<file path="src/rtl/skin_cfg_pkg.sv">
// Shared definitions for the skin-detection configuration path: register
// map, controller states, default thresholds and the window sanity rule.
package skin_cfg_pkg;

  localparam logic [2:0] ADDR_CB_LO = 3'd0;
  localparam logic [2:0] ADDR_CB_HI = 3'd1;
  localparam logic [2:0] ADDR_CR_LO = 3'd2;
  localparam logic [2:0] ADDR_CR_HI = 3'd3;
  localparam logic [2:0] ADDR_CTRL  = 3'd4;

  // Default exclusive Cb/Cr window, also used by the detection pipeline.
  localparam logic [7:0] CB_LO_DEF = 8'd77;
  localparam logic [7:0] CB_HI_DEF = 8'd127;
  localparam logic [7:0] CR_LO_DEF = 8'd133;
  localparam logic [7:0] CR_HI_DEF = 8'd173;

  typedef enum logic [1:0] {
    IDLE,
    PEND,
    APPLY
  } cfg_state_t;

  typedef struct packed {
    logic [7:0] cb_lo;
    logic [7:0] cb_hi;
    logic [7:0] cr_lo;
    logic [7:0] cr_hi;
    logic       en;
  } thr_set_t;

  // A window is usable only if both lower bounds sit strictly below the uppers.
  function automatic logic window_ok(input thr_set_t s);
    return (s.cb_lo < s.cb_hi) && (s.cr_lo < s.cr_hi);
  endfunction

endpackage

</file>
<file path="src/rtl/skin_frame_stat.sv">
// Frame statistics: vsync edge detection, saturating per-frame skin-pixel
// counter and the end-of-frame report registers.
module skin_frame_stat #(
  parameter int CNT_W = 19
) (
  input  logic             clk,
  input  logic             rst_n,
  input  logic             vsync_in,
  input  logic             href_in,
  input  logic             clken_in,
  input  logic             mask_in,
  output logic             fall,
  output logic [CNT_W-1:0] frame_cnt,
  output logic             frame_cnt_valid,
  output logic [15:0]      frame_id
);

  logic             vsync_d;
  logic             rise;
  logic             hit;
  logic             frame_armed;
  logic [CNT_W-1:0] cnt;

  assign fall = ~vsync_in & vsync_d;
  assign rise = vsync_in & ~vsync_d;
  assign hit  = clken_in & href_in & mask_in;

  // Delayed vsync for edge detection.
  // NOTE: clocked state uses <= so every flop samples pre-edge values,
  // independent of the order the always blocks are evaluated in.
  always_ff @(posedge clk or negedge rst_n) begin
    if (!rst_n) vsync_d <= 1'b0;
    else        vsync_d <= vsync_in;
  end

  // Per-frame counter: cleared at frame start, stops at all-ones.
  always_ff @(posedge clk or negedge rst_n) begin
    if (!rst_n)                 cnt <= '0;
    else if (fall)              cnt <= '0;
    else if (hit && cnt != '1)  cnt <= cnt + CNT_W'(1);
  end

  // Arms reporting once a real frame start has been seen after reset.
  always_ff @(posedge clk or negedge rst_n) begin
    if (!rst_n)    frame_armed <= 1'b0;
    else if (fall) frame_armed <= 1'b1;
  end

  // Report the finished frame's total at frame end, if that frame was whole.
  always_ff @(posedge clk or negedge rst_n) begin
    if (!rst_n) begin
      frame_cnt       <= '0;
      frame_cnt_valid <= 1'b0;
      frame_id        <= 16'd0;
    end else begin
      frame_cnt_valid <= 1'b0;
      if (rise && frame_armed) begin
        frame_cnt       <= cnt;
        frame_cnt_valid <= 1'b1;
        frame_id        <= frame_id + 16'd1;
      end
    end
  end

endmodule

</file>
<file path="src/rtl/skin_thresh_cfg_ctrl.sv">
// Skin-detection configuration controller: host-written shadow thresholds,
// commit handshake that applies the set only at a frame start, and the
// per-frame skin-pixel statistics.
module skin_thresh_cfg_ctrl
  import skin_cfg_pkg::*;
#(
  parameter int         CNT_W     = 19,
  parameter logic [7:0] CB_LO_RST = CB_LO_DEF,
  parameter logic [7:0] CB_HI_RST = CB_HI_DEF,
  parameter logic [7:0] CR_LO_RST = CR_LO_DEF,
  parameter logic [7:0] CR_HI_RST = CR_HI_DEF
) (
  input  logic             clk,
  input  logic             rst_n,
  input  logic             cfg_wr_valid,
  output logic             cfg_wr_ready,
  input  logic [2:0]       cfg_addr,
  input  logic [7:0]       cfg_wdata,
  input  logic             cfg_commit,
  output logic             cfg_pending,
  output logic             cfg_reject,
  input  logic             vsync_in,
  input  logic             href_in,
  input  logic             clken_in,
  input  logic             mask_in,
  output logic [7:0]       thr_cb_lo,
  output logic [7:0]       thr_cb_hi,
  output logic [7:0]       thr_cr_lo,
  output logic [7:0]       thr_cr_hi,
  output logic             det_en,
  output logic [CNT_W-1:0] frame_cnt,
  output logic             frame_cnt_valid,
  output logic [15:0]      frame_id
);

  localparam thr_set_t RST_SET = '{
    cb_lo: CB_LO_RST, cb_hi: CB_HI_RST,
    cr_lo: CR_LO_RST, cr_hi: CR_HI_RST, en: 1'b1
  };

  cfg_state_t state, state_nxt;
  thr_set_t   shadow, shadow_nxt, active;
  logic       wr_fire, apply, reject_nxt, fall;

  assign cfg_wr_ready = (state == IDLE);
  assign cfg_pending  = (state == PEND);
  assign wr_fire      = cfg_wr_valid & cfg_wr_ready;

  // Shadow set as it will be after this cycle's accepted write.
  // NOTE: assigning the default first means every path writes shadow_nxt,
  // so no latch is inferred for the unhandled addresses.
  always_comb begin
    shadow_nxt = shadow;
    if (wr_fire) begin
      case (cfg_addr)
        ADDR_CB_LO: shadow_nxt.cb_lo = cfg_wdata;
        ADDR_CB_HI: shadow_nxt.cb_hi = cfg_wdata;
        ADDR_CR_LO: shadow_nxt.cr_lo = cfg_wdata;
        ADDR_CR_HI: shadow_nxt.cr_hi = cfg_wdata;
        ADDR_CTRL:  shadow_nxt.en    = cfg_wdata[0];
        default:    ;
      endcase
    end
  end

  // Commit FSM: validate, wait for frame start, then copy shadow to active.
  always_comb begin
    state_nxt  = state;
    apply      = 1'b0;
    reject_nxt = 1'b0;
    case (state)
      IDLE: begin
        if (cfg_commit) begin
          if (window_ok(shadow_nxt)) state_nxt  = PEND;
          else                       reject_nxt = 1'b1;
        end
      end
      PEND:    if (fall) state_nxt = APPLY;
      APPLY: begin
        apply     = 1'b1;
        state_nxt = IDLE;
      end
      default: state_nxt = IDLE;
    endcase
  end

  // FSM state register.
  always_ff @(posedge clk or negedge rst_n) begin
    if (!rst_n) state <= IDLE;
    else        state <= state_nxt;
  end

  // Shadow and active sets.
  // NOTE: these are a handful of flops, not a RAM, so both are reset to the
  // defaults and the pipeline never sees an undefined window.
  always_ff @(posedge clk or negedge rst_n) begin
    if (!rst_n) begin
      shadow <= RST_SET;
      active <= RST_SET;
    end else begin
      shadow <= shadow_nxt;
      if (apply) active <= shadow;
    end
  end

  // One-cycle reject pulse for a commit with an empty window.
  always_ff @(posedge clk or negedge rst_n) begin
    if (!rst_n) cfg_reject <= 1'b0;
    else        cfg_reject <= reject_nxt;
  end

  assign thr_cb_lo = active.cb_lo;
  assign thr_cb_hi = active.cb_hi;
  assign thr_cr_lo = active.cr_lo;
  assign thr_cr_hi = active.cr_hi;
  assign det_en    = active.en;

  skin_frame_stat #(.CNT_W(CNT_W)) u_stat (
    .clk             (clk),
    .rst_n           (rst_n),
    .vsync_in        (vsync_in),
    .href_in         (href_in),
    .clken_in        (clken_in),
    .mask_in         (mask_in),
    .fall            (fall),
    .frame_cnt       (frame_cnt),
    .frame_cnt_valid (frame_cnt_valid),
    .frame_id        (frame_id)
  );

endmodule
</file>
<file path="config.mk">
export PLATFORM = sky130hd
export DESIGN_NAME = skin_thresh_cfg_ctrl
export DESIGN_NICKNAME = d
export VERILOG_FILES = /design/src/rtl/skin_cfg_pkg.sv /design/src/rtl/skin_frame_stat.sv /design/src/rtl/skin_thresh_cfg_ctrl.sv
export SDC_FILE = /design/constraint.sdc
export NUM_CORES = 1
export LEC_CHECK = 0
export ABC_AREA = 0
export CAP_MARGIN = 20
export CORE_MARGIN = 8
export CORE_UTILIZATION = 40
export CTS_CLUSTER_DIAMETER = 80
export CTS_CLUSTER_SIZE = 12
export DETAILED_ROUTE_END_ITERATION = 8
export PLACE_DENSITY = 0.7
export SLEW_MARGIN = 25
export SYNTH_ARGS = -nofsm -noshare
export SYNTH_HDL_FRONTEND = slang
export SYNTH_HIERARCHICAL = 1
export SYNTH_SLANG_ARGS = --single-unit
</file>
<file path="constraint.sdc">
create_clock -name clk -period 8.6 [get_ports clk]
set_input_delay 1.29 -clock clk [delete_from_list [all_inputs] [get_ports clk]]
set_output_delay 1.29 -clock clk [all_outputs]
set_load 0.05 [all_outputs]
</file>
---- Word-level counts from Yosys, hierarchy flattened ----
Cells that the tools add are included.
storage, ports and cells
  register bits after elaboration ......... 126
  input port bits ......................... 19
  output and inout port bits .............. 72
  word-level logic and storage cells ...... 64
operators by class
  add/sub/neg operators ................... 2
  $lt $le $gt $ge ......................... 2
  equal/unequal tests ..................... 10
  mux-type cells .......................... 17
  bitwise gates (word level) .............. 7
  reductions and logical operators ........ 8
operators with widths
  operator                                               number
  2-to-1 mux 19 bit                                      2
  2-to-1 mux 33 bit                                      1
  2-to-1 mux 8 bit                                       4
  adder 19 x 1 -> 19 bit, second input constant          1
  inequality test 19 bit, second input constant          1
  adder 16 x 1 -> 16 bit, second input constant          1
  less-than comparator 8 bit                             2
  equality test 3 x 2 -> 1 bit, second input constant    2
  2-to-1 mux 1 bit                                       6
  2-to-1 mux 2 bit                                       3
  inequality test 2 x 1 -> 1 bit, second input constant  3
  bitwise AND 1 bit                                      5
  case mux 2 bit (2 select lines)                        1
  equality test 3 x 1 -> 1 bit, second input constant    1
  equality test 3 bit, second input constant             1
  logical AND 1 bit                                      3
  zero test 3 bit                                        1
  AND reduction 3 bit                                    1
  equality test 2 x 1 -> 1 bit, second input constant    1
  equality test 2 bit, second input constant             1
  zero test 2 bit                                        1
  inverter 1 bit                                         2
  AND reduction 2 bit                                    1
  nonzero test 2 bit                                     1

---- Longest topological paths before layout ----
Gate-level depths: netlist of run 1.
  depth after elaboration ................. 8
  gate-level depth with buffers ........... 11
  mapped depth without buffers ............ 10

---- Cells and area by module ----
Netlist of run 1, hierarchy kept.
modules (own cells, without submodules)
  module                times used  cells an instance  area each (um2)  seq. area each (um2)
  skin_thresh_cfg_ctrl  1           210                3,035.4          1,776.7
  skin_frame_stat       1           274                2,661.3          1,426.4

---- Worst setup path after synthesis of run 1 ----
Ideal clock, no wire load.
  path kind ............................... in2reg
  start ................................... input port cfg_addr[1]
  end ..................................... register state[0]
  setup time .............................. 0.067 ns
  data arrival time ....................... 3.560 ns
  data required time ...................... 8.533 ns
  setup slack ............................. 4.973 ns
  stages on the path ...................... 11
  buffers on the path ..................... 1
  cell sequence ........................... nor4_2 > and3_1 > buf_4 > mux2_2 > inv_2 > ha_1 > a21o_1 > a21oi_1 > inv_1 > a2111oi_0 > a41o_1
RTL lines
  what                  RTL line                    text
  start, declared       skin_thresh_cfg_ctrl.sv:17  input logic [2:0] cfg_addr,
  end signal, assigned  skin_thresh_cfg_ctrl.sv:90  else state <= state_nxt;
  end, declared         skin_thresh_cfg_ctrl.sv:41  cfg_state_t state, state_nxt;

==> summary.md, run 1 <==
| Metric | Value |
|---|---|
| Synth Area in XOR/XNOR | 0.02306 |
| Drt pass-1 iters | 4 |
| Simple-gate share of the synthesized area | 0.1474 |
| H-tree depth | 4 |
| Arr. time, crit path | ~4.5 ns |
| Sink Count | around 130 |
| Max clock buf depth | 2 |
| Critical Path RT | around 9.0 ns |
| Final slew viol count | 0 |
| Setup TNS | 0 ns |
| Chip width | ~140 um |
| DR iter-0 viols | 220 |
| TritonCTS clock tree | done |
| Crit Path Category | in2reg |
| Total GRT Usage | 0.1479 |
| FP Rows | 43 |
| Residual DRC | 0 |
| Worst-Skew Late Latency | a little over 0.4 ns |
| Power per cell area | between 300 and 400 nW/um^2 |
| Post-synthesis mux area share | 0.1498 |
| Worst setup margin | around 4.5 ns |
| Reg2Reg Setup Slack | about 5.4 ns |
| Vias in the first global route | between 4000 and 5000 |
| Worst setup endpoint | state[0] |
| I/O Buffers | 90 |
| Startpoint types | primary input |
| Die Area | between 15000 and 20000 um^2 |
| Worst Hold Class | reg2reg |
| Diode count | 0 |
| Final setup fails | 0 |
| Filler Cell Count | around 1200 |
| Grt total ovfl | 0 |
| Placed Cells | roughly 740 |
| Status | finished, final reports clean |
| Resized cells post-CTS | 0 |
| Fin area | 7326 um^2 |
| Final core occ | 0.5278 |
| Sequential-to-total area share from yosys stat | 0.5623 |
| Root Driver | clkbuf_16 |
| Cells on worst reg2reg path | 10 |
| Peak Freq | roughly 0.24 GHz |
| Placed Area | a little under 7000 um^2 |
| Syn Area/Cell | 11.77 um^2 |
| Post-cts hold buffer count | 0 |
| # Max-Cap Violations | 0 |
| Post-Synth Adder-Cell Area | 0.03514 |
| Ys async rst share | 1.000 |
| Layout cells sized above 1 | 0.1661 |
| Routed WL | approximately 13000 um |
| Pre-CTS setup slack | between 4 and 5 ns |
| Initial core utilization | 0.4104 |
| Final min period | 4.150 ns |
| Commonest non-fill, non-tap cells in the layout | clkdlybuf4s50_1, nand2_1, dfrtp_1, mux2_1, dfstp_2 |
| Global-route wire length before repair | 21360 um |
| Gpl congestion | 0.8509 |
| Post-Synthesis Cells | between 400 and 500 |
| Main synth FF type | dfrtp_1 |
| Die height | 135.3 um |
| Clock skew | between 0.007 and 0.008 ns |
| Antenna Violating Nets Remaining | 0 |
| Initial antenna violation count | 0 |
| Flops & latches, synth | around 130 |
| Fin crit share | 0.4826 |
| DR WL/cell | between 15 and 20 um |
| Yosys warning count | 6 |
| Non-filler instance count after layout | just under 800 |
| Final nets | between 600 and 700 |
| I/O pin cnt | 91 |
| Fin. Hold Viols | 0 |
| Number of flops mapped to enable cells by yosys | 0 |
| Leak | about 0.0032 uW |
| DPL Wire Length | ~9300 um |
| Post-synth top area share | 0.3778 |
| Worst r2r src | state[1] |
| Critical Path Fanout Max | 8 |
| Synthesized cell area | between 5000 and 6000 um^2 |
| Syn_nets | about 520 |
| Top cells by area, synth | dfrtp_1, dfstp_2, mux2_1 |
| Largest family of logic cells by synthesized area | multiplexers |
| Unrepaired setup endpoints after global routing | false |
| CP endpoint kind | register |
| CTS clk-pin slew, worst paths | 0.05 ns |
| CTS Buf Count | 17 |
| Maximum vdd drop | about 0.00022 V |
| Layout area overhead | 28.60% |
| Via/cell ratio | 5.082 |
| Total core area | between 10000 and 15000 um^2 |
| Post-synthesis compound-gate area fraction | 0.04986 |
| Routed via count | a little under 4000 |
| Largest net degree at the start of global routing | a little under 80 |
| RR Endpoint | state[0] |
| Worst Setup SP | cfg_addr[1] |
| Postcts setup bufs | 0 |
| Commonest non-fill, non-tap cell in the layout | clkdlybuf4s50_1 |
| Slew Limit Headroom | 0.3608 |
| Post-synth top area cell | dfrtp_1 |
| Worst slew pin tran | 0.9588 ns |
| Yosys cell types | 53 |
## flip-flops by register name (all words and copies together) (netlist names)
register                cells
u_stat/frame_armed          1
thr_cr_lo                   8
shadow                     33
thr_cb_hi                   8
u_stat/frame_id            16
u_stat/vsync_d              1
u_stat/frame_cnt_valid      1
thr_cr_hi                   8
thr_cb_lo                   8
det_en                      1
u_stat/cnt                 19
state                       2
cfg_reject                  1
u_stat/frame_cnt           19
## where the power goes
group	total [uW]	leakage (uW)	internal, uW	switching [uW]
clock	699	0.000284	456	243
combinational	961	0.00138	356	605
sequential	946	0.00155	838	108
## how the worst min path moves through the flow
| stage | from | end | slack (ns) | depth (start not counted) |
|---|---|---|---|---|
| floorplan | shadow[26] | thr_cb_lo[1] | 0.45 | 1 |
| global placement | u_stat/frame_cnt[0] | u_stat/frame_cnt[0] | 0.46 | 2 |
| detailed placement | u_stat/frame_cnt[7] | u_stat/frame_cnt[7] | 0.46 | 2 |
| CTS | u_stat/frame_cnt[14] | u_stat/frame_cnt[14] | 0.48 | 2 |
| global route | u_stat/frame_cnt[7] | u_stat/frame_cnt[7] | 0.50 | 2 |
| finish | u_stat/frame_cnt[13] | u_stat/frame_cnt[13] | 0.48 | 2 |
## cell type report
cell class	count	area, um^2	share of cell area
Timing Repair Buffer	92	917.1	0.1252
Clock inverter	6	82.58	0.01127
Tap cell	180	225.2	0.03074
Sequential cell	126	3203	0.4372
Clock buffer	26	499.2	0.06815
Multi-Input combinational cell	316	2308	0.3151
Inverter	24	90.09	0.01230
## stage by stage
stage	hold WS, ns	total power (uW)
after floorplan	0.4522	1597
after global placement	0.4605	1906
after detailed placement	0.4615	1930
after CTS	0.4800	2640
after global routing	0.4994	2749
final	0.4793	2606
## synthesized netlist by cell type (all sizes together), types with 9 or more instances
cell / count
mux2: 55
mux2i: 23
nand3: 14
nand4: 10
dfrtp: 86
clkbuf: 10
xnor2: 13
ha: 16
nand2: 87
a21oi: 9
nand2b: 14
inv: 24
a211oi: 9
dfstp: 40
## critical path, cell delays in order
cell,delay (ns)
clkdlybuf4s50_1,0.49
nor4_2,0.37
and3_1,0.50
mux2_2,0.41
inv_2,0.06
ha_1,0.22
a21o_1,0.16
a21oi_1,0.13
inv_1,0.05
a2111oi_0,0.57
a41o_1,0.25
## cell families after synthesis
logic type | Yosys count
simple gates | 166
compound gates | 41
flops | 126
xor+xnor | 15
mux | 78
buf+inv | 42
fa+ha+maj | 16
## per-layer routing
metal / vias to the layer above / share of wire / track usage
li1: 1864 / - / -
met1: 1927 / 0.43 / 0.1710
met2: 103 / 0.49 / 0.2451
met3: 19 / 0.063 / 0.05415
met4: 0 / 0.017 / 0.05737
met5: - / 0 / 0
Note: power is estimated with default switching activity, not from simulation.
==> run 2: changes to the inputs <==
--- a/config.mk
+++ b/config.mk
@@ -12,7 +12,7 @@
 export CTS_CLUSTER_DIAMETER = 80
 export CTS_CLUSTER_SIZE = 12
 export DETAILED_ROUTE_END_ITERATION = 8
-export PLACE_DENSITY = 0.7
+export PLACE_DENSITY = 0.72
 export SLEW_MARGIN = 25
 export SYNTH_ARGS = -nofsm -noshare
 export SYNTH_HDL_FRONTEND = slang
==> constraint.sdc (replaced) <==
create_clock -name clk -period 3.35 [get_ports clk]
set_input_delay 0.5025 -clock clk [delete_from_list [all_inputs] [get_ports clk]]
set_output_delay 0.5025 -clock clk [all_outputs]
set_load 0.05 [all_outputs]
==> run 2 against run 1 <==
Effect of this change:
- clock power grew to 2.7 times the previous value
- clock skew shrank 0.0019 ns
- critical path type unchanged
- highest routed layer unchanged
- utilization increased by 0.63 points
- sequential cell count did not move
- largest power group unchanged
- sequential power rose to 2.6 times the previous value
- sequential share of layout area down 0.52 points
==> summary.md, run 2 (same netlist as run 1, synthesis figures left out) <==
| Metric | Value |
|---|---|
| FP Rows | 43 |
| Placed Cells | 744 |
| Global-route wire length before repair | ~21000 um |
| Filler Cell Count | between 1000 and 1500 |
| Slowest Stage Delay on Critical Path | between 0.5 and 0.6 ns |
| Initial antenna violation count | 0 |
| Sink Count | 126 |
| Grt total ovfl | 0 |
| Peak Freq | between 0.3 and 0.4 GHz |
| Leak | ~0.0033 uW |
| Worst-Skew Late Latency | roughly 0.42 ns |
| Final min period | around 3.0 ns |
| Worst Hold Class | in2async |
| Crit Path Category | in2reg |
| Chip width | ~140 um |
| Resized cells post-CTS | 0 |
| I/O pin cnt | 91 |
| Worst setup margin | between 0.3 and 0.4 ns |
| DR iter-0 viols | around 190 |
| Pre-CTS setup slack | -0.04810 ns |
| Total core area | between 10000 and 15000 um^2 |
| Max clock buf depth | 2 |
| Setup TNS | 0 ns |
| Register with the most flip-flops | shadow |
| Root Driver | clkbuf_16 |
| Status | finished, final reports clean |
| CTS clk-pin slew, worst paths | around 0.060 ns |
| Fin area | roughly 7400 um^2 |
| Residual DRC | 0 |
| Total GRT Usage | 0.1459 |
| TritonCTS clock tree | done |
| DR WL/cell | approximately 16 um |
| Critical path's slowest cell | a2111oi_0 |
| Fin crit share | 0.8961 |
| H-tree depth | 4 |
| Buffers plus inverters on the worst setup path | 3 |
| Gpl congestion | 0.8144 |
| Commonest non-fill, non-tap cells in the layout | clkdlybuf4s50_1, nand2_1, dfrtp_1, mux2_1, dfstp_2 |
| I/O Buffers | 90 |
| Layout cells sized above 1 | 0.1829 |
| Routed via count | roughly 4000 |
| Slew Limit Headroom | 0.4489 |
| Clock skew | 0.006087 ns |
| Delay-heaviest family, CP | compound AO/OA/AOI/OAI gates |
| # Max-Cap Violations | 0 |
| Final setup fails | 0 |
| Power per cell area | ~900 nW/um^2 |
| Worst slew pin tran | between 0.8 and 0.9 ns |
| Commonest non-fill, non-tap cell in the layout | clkdlybuf4s50_1 |
| Via/cell ratio | about 5 |
| Largest net degree at the start of global routing | 66 |
| Crit-path cells | clkdlybuf4s50_1 > nor4_2 > and3_1 > mux2_2 > inv_2 > ha_1 > a21o_1 > a21oi_1 > inv_1 > a2111oi_0 > a41o_1 |
| Startpoint types | primary input |
| Top flop regs | shadow (33), u_stat/cnt (19), u_stat/frame_cnt (19) |
| Non-filler instance count after layout | roughly 780 |
| Final slew viol count | 0 |
| Layout area overhead | 30.13% |
| Worst Setup SP | cfg_addr[1] |
| Max FFs per register | 33 |
| Arr. time, crit path | around 3.4 ns |
| Maximum vdd drop | approximately 0.00056 V |
| CP endpoint kind | register |
| Critical Path RT | between 3 and 4 ns |
| Final nets | roughly 620 |
| Postcts setup bufs | 0 |
| DPL Wire Length | approximately 9100 um |
| Diode count | 0 |
| CTS Buf Count | 17 |
| Die height | 135.3 um |
| Unrepaired setup endpoints after global routing | false |
| Vias in the first global route | roughly 4100 |
| Drt pass-1 iters | 5 |
| Initial core utilization | 0.4104 |
| Post-cts hold buffer count | 0 |
| Fin. Hold Viols | 0 |
| Routed WL | approximately 13000 um |
| Critical Path Fanout Max | 4 |
| Placed Area | between 6000 and 7000 um^2 |
| Worst r2r src | state[1] |
| Antenna Violating Nets Remaining | 0 |
| Die Area | about 18000 um^2 |
[run 2: path summary, 6_finish.rpt]
check                                      endpoint  slack (ns)  cells past startpoint
worst max-delay path                       state[0]        0.35                     11
worst min-delay path                   thr_cb_lo[1]        0.17                      1
worst max register to register             state[0]        0.52                     10
worst min register to register  u_stat/frame_cnt[7]        0.48                      2
max in group asynchronous                 shadow[3]        2.34                      2
min in group clk                u_stat/frame_cnt[7]        0.48                      2
[run 2: area by class of cell]
type	instances	area (um^2)	share of cell area
Multi-Input combinational cell	316	2308	0.3114
Clock buffer	19	452.9	0.06110
Sequential cell	126	3203	0.4321
Timing Repair Buffer	98	970.9	0.1310
Inverter	24	90.09	0.01215
Clock inverter	13	162.7	0.02194
Tap cell	180	225.2	0.03038
[run 2: per-layer routing]
layer	routed length, um	global-route usage	vias to the layer above
met3	831	0.05341	22
li1	-	-	1876
met5	0	0	-
met1	5531	0.1707	1975
met2	5987	0.2363	96
met4	245	0.06292	0
[run 2: report_power, final]
group	internal [uW]	total (uW)	leakage, uW	switching (uW)
Sequential	2150	2430	0.00155	278
Clock	1210	1890	0.000295	683
Combinational	919	2470	0.00141	1550
Total	4280	6790	0.00326	2510
[run 2: worst register-to-register path, cell delays in order (launching register included)]
cell	delay, ns
dfrtp_1	0.44
nor4_2	0.32
and3_1	0.24
mux2_2	0.36
inv_2	0.05
ha_1	0.23
a21o_1	0.16
a21oi_1	0.13
inv_1	0.05
a2111oi_0	0.55
a41o_1	0.25
[run 2: through the flow]
step,power [uW],hold WS [ns],util
6_report,6787,0.1743,0.5341
5_1_grt,7148,0.2414,0.5341
4_1_cts,6868,0.2030,0.5341
3_5_place_dp,4955,0.4703,0.4897
3_3_place_gp,4894,0.4599,0.4897
2_1_floorplan,4100,0.2069,-
==> patch, RTL diff (config.mk and constraints of run 1) <==
Register the input `cfg_wdata` before use. The logic sees it one clock later. The other inputs are not delayed to match.
--- a/src/rtl/skin_thresh_cfg_ctrl.sv
+++ b/src/rtl/skin_thresh_cfg_ctrl.sv
@@ -38,6 +38,12 @@
     cr_lo: CR_LO_RST, cr_hi: CR_HI_RST, en: 1'b1
   };
 
+  logic [7:0] cfg_wdata_q;
+
+  always_ff @(posedge clk) begin
+    cfg_wdata_q <= cfg_wdata;
+  end
+
   cfg_state_t state, state_nxt;
   thr_set_t   shadow, shadow_nxt, active;
   logic       wr_fire, apply, reject_nxt, fall;
@@ -53,11 +59,11 @@
     shadow_nxt = shadow;
     if (wr_fire) begin
       case (cfg_addr)
-        ADDR_CB_LO: shadow_nxt.cb_lo = cfg_wdata;
-        ADDR_CB_HI: shadow_nxt.cb_hi = cfg_wdata;
-        ADDR_CR_LO: shadow_nxt.cr_lo = cfg_wdata;
-        ADDR_CR_HI: shadow_nxt.cr_hi = cfg_wdata;
-        ADDR_CTRL:  shadow_nxt.en    = cfg_wdata[0];
+        ADDR_CB_LO: shadow_nxt.cb_lo = cfg_wdata_q;
+        ADDR_CB_HI: shadow_nxt.cb_hi = cfg_wdata_q;
+        ADDR_CR_LO: shadow_nxt.cr_lo = cfg_wdata_q;
+        ADDR_CR_HI: shadow_nxt.cr_hi = cfg_wdata_q;
+        ADDR_CTRL:  shadow_nxt.en    = cfg_wdata_q[0];
         default:    ;
       endcase
     end
Check against the original RTL: not equivalent (a bounded check fails within 4 cycles, from zero or initial values and one cycle with rst_n low).
==> patch against run 1 <==
Sequential power is 2.7% higher. Area after synthesis is 2.0% higher. Fmax is 2.1% higher. Design area is 1.9% higher. Setup slack better by 0.086 ns. Sequential cell count is 8 higher. Routed wire length is 2.2% lower. Total power is 1.1% lower.
==> patch: results (changes against run 1) <==
metric,value,unit,change
clk_pin_slew,0.05,ns,about the same
hpwl,8.912,mm,-4.0%
ys_seq_area_share,57.87,%,+1.6 points
wl_per_cell,16.22,um,-2.8%
slowest_stage,and3_1,,
clk_latency,0.42,ns,
synthTopCellsByArea,"dfrtp_1 37%, dfstp_2 18%, mux2_1 8.1%",,
dr.first_iter.drc_count,218,,-0.91%
synth_cell_types,58,,+9.4%
grt_max_degree,67,,-15%
drive_above_1_share,18.10,%,+1.5 points
final_nets,613,,+0.16%
gp_congestion,0.8229,,-3.3%
top_regs,"shadow (33), u_stat/cnt (19), u_stat/frame_cnt (19)",,
grt_pass1_wl,20.63,mm,-3.4%
first_global_vias,3980,,-6.2%
place_inst,743,,+0.68%
ir_worst_vdd,0.1624,mV,-26%
synthTopCellsByCount,"86 x dfrtp_1, 76 x nand2_1, 42 x mux2_1",,
synth_area_per_cell,12.01,um2,+2.0%
leakage,3.277,nW,+2.0%
max_stage_delay,0.50,ns,-0.07 ns
cp_max_fo,8,,unchanged
num_antenna_cells,0,,unchanged
postCtsSetupBuffers,0,,unchanged
fillers,1254,,+3.7%
slew_headroom,44.77,%,+8.7 points
antenna_found_initial,0,,unchanged
grt_usage,14.24,%,-0.55 points
outcome,"finished, final reports clean",,
skew,0.006347,ns,-0.001631 ns
via_per_inst,5.059,,-0.44%
arrival,4.33,ns,-0.17 ns
drt-total-wl,12.57,mm,-2.2%
syn_nets,519,,unchanged
synth-async-reset-ratio,94.03,%,-6.0 points
port_buffers,90,,unchanged
first_pass_iters,4,,unchanged
patch: cell count changes after synthesis, moves of 3 or more:
cell / change
mux2i_1: -6
and4_1: -4
nor4_1: +4
o31ai_1: +4
a211oi_1: -9
nor3_1: -4
dfxtp_1: +8
or4_1: +3
nand2b_1: -5
a21oi_1: +7
o21ai_0: +3
nand2_1: -10
patch: final timing paths:
path,endpoint,from,cells past startpoint,slack (ns)
min in group asynchronous,shadow[26]$_DFF_PN0_,rst_n,1,0.94
worst max register to register,cfg_reject$_DFF_PN0_,state[1]$_DFFE_PN0P_,10,5.48
max in group asynchronous,u_stat/frame_id[4]$_DFFE_PN0P_,rst_n,2,6.35
worst max-delay path,cfg_reject$_DFF_PN0_,cfg_addr[1],11,4.54
worst min-delay path,u_stat/frame_id[15]$_DFFE_PN0P_,u_stat/frame_id[15]$_DFFE_PN0P_,1,0.48
worst min register to register,u_stat/frame_id[15]$_DFFE_PN0P_,u_stat/frame_id[15]$_DFFE_PN0P_,1,0.48
patch: cell families (layout without fill, tap and decap cells):
kind of cell	Yosys count	in the layout	share of synthesized area [%]
AO/OA/AOI/OAI	46	46	5.210
AND/OR/NAND/NOR	159	159	14.38
XOR/XNOR	15	15	2.260
buffers and inverters	42	149	3.186
flip-flops	134	134	57.87
adder cells (fa/ha/maj)	16	16	3.445
multiplexers	72	72	13.65
patch: per-layer routing:
metal | share of wire, % | vias to the layer above | global-route usage [%]
li1 | - | 1880 | -
met1 | 45 | 1952 | 17.60
met2 | 48 | 76 | 22.39
met3 | 5.5 | 13 | 5.433
met4 | 1.1 | 0 | 4.820
met5 | 0 | - | 0
patch: layout make-up:
type | instances | area (um2) | share of cell area [%]
Sequential cell | 134 | 3363 | 45.06
Multi-Input combinational cell | 308 | 2263 | 30.32
Timing Repair Buffer | 93 | 920.9 | 12.34
Clock buffer | 24 | 501.7 | 6.721
Tap cell | 184 | 230.2 | 3.084
Clock inverter | 8 | 95.09 | 1.274
Inverter | 24 | 90.09 | 1.207
patch: power by group:
group          leakage [nW]  internal (mW)  switching (mW)
Clock                 0.292          0.463           0.256
Combinational          1.36          0.332           0.553
Sequential             1.62          0.864           0.108
Total                  3.28           1.66           0.918
patch: metrics by stage:
step / total power, mW / hold slack (ns) / area, um2 / worst slack (ns)
2_1_floorplan: 1.577 / 0.4522 / 5812 / 4.973
6_report: 2.576 / 0.4761 / 7465 / 4.536
4_1_cts: 2.611 / 0.4772 / 7465 / 4.541
3_5_place_dp: 1.878 / 0.4615 / 6868 / 4.115
3_3_place_gp: 1.856 / 0.4616 / 6868 / 4.214
5_1_grt: 2.717 / 0.4941 / 7465 / 4.379
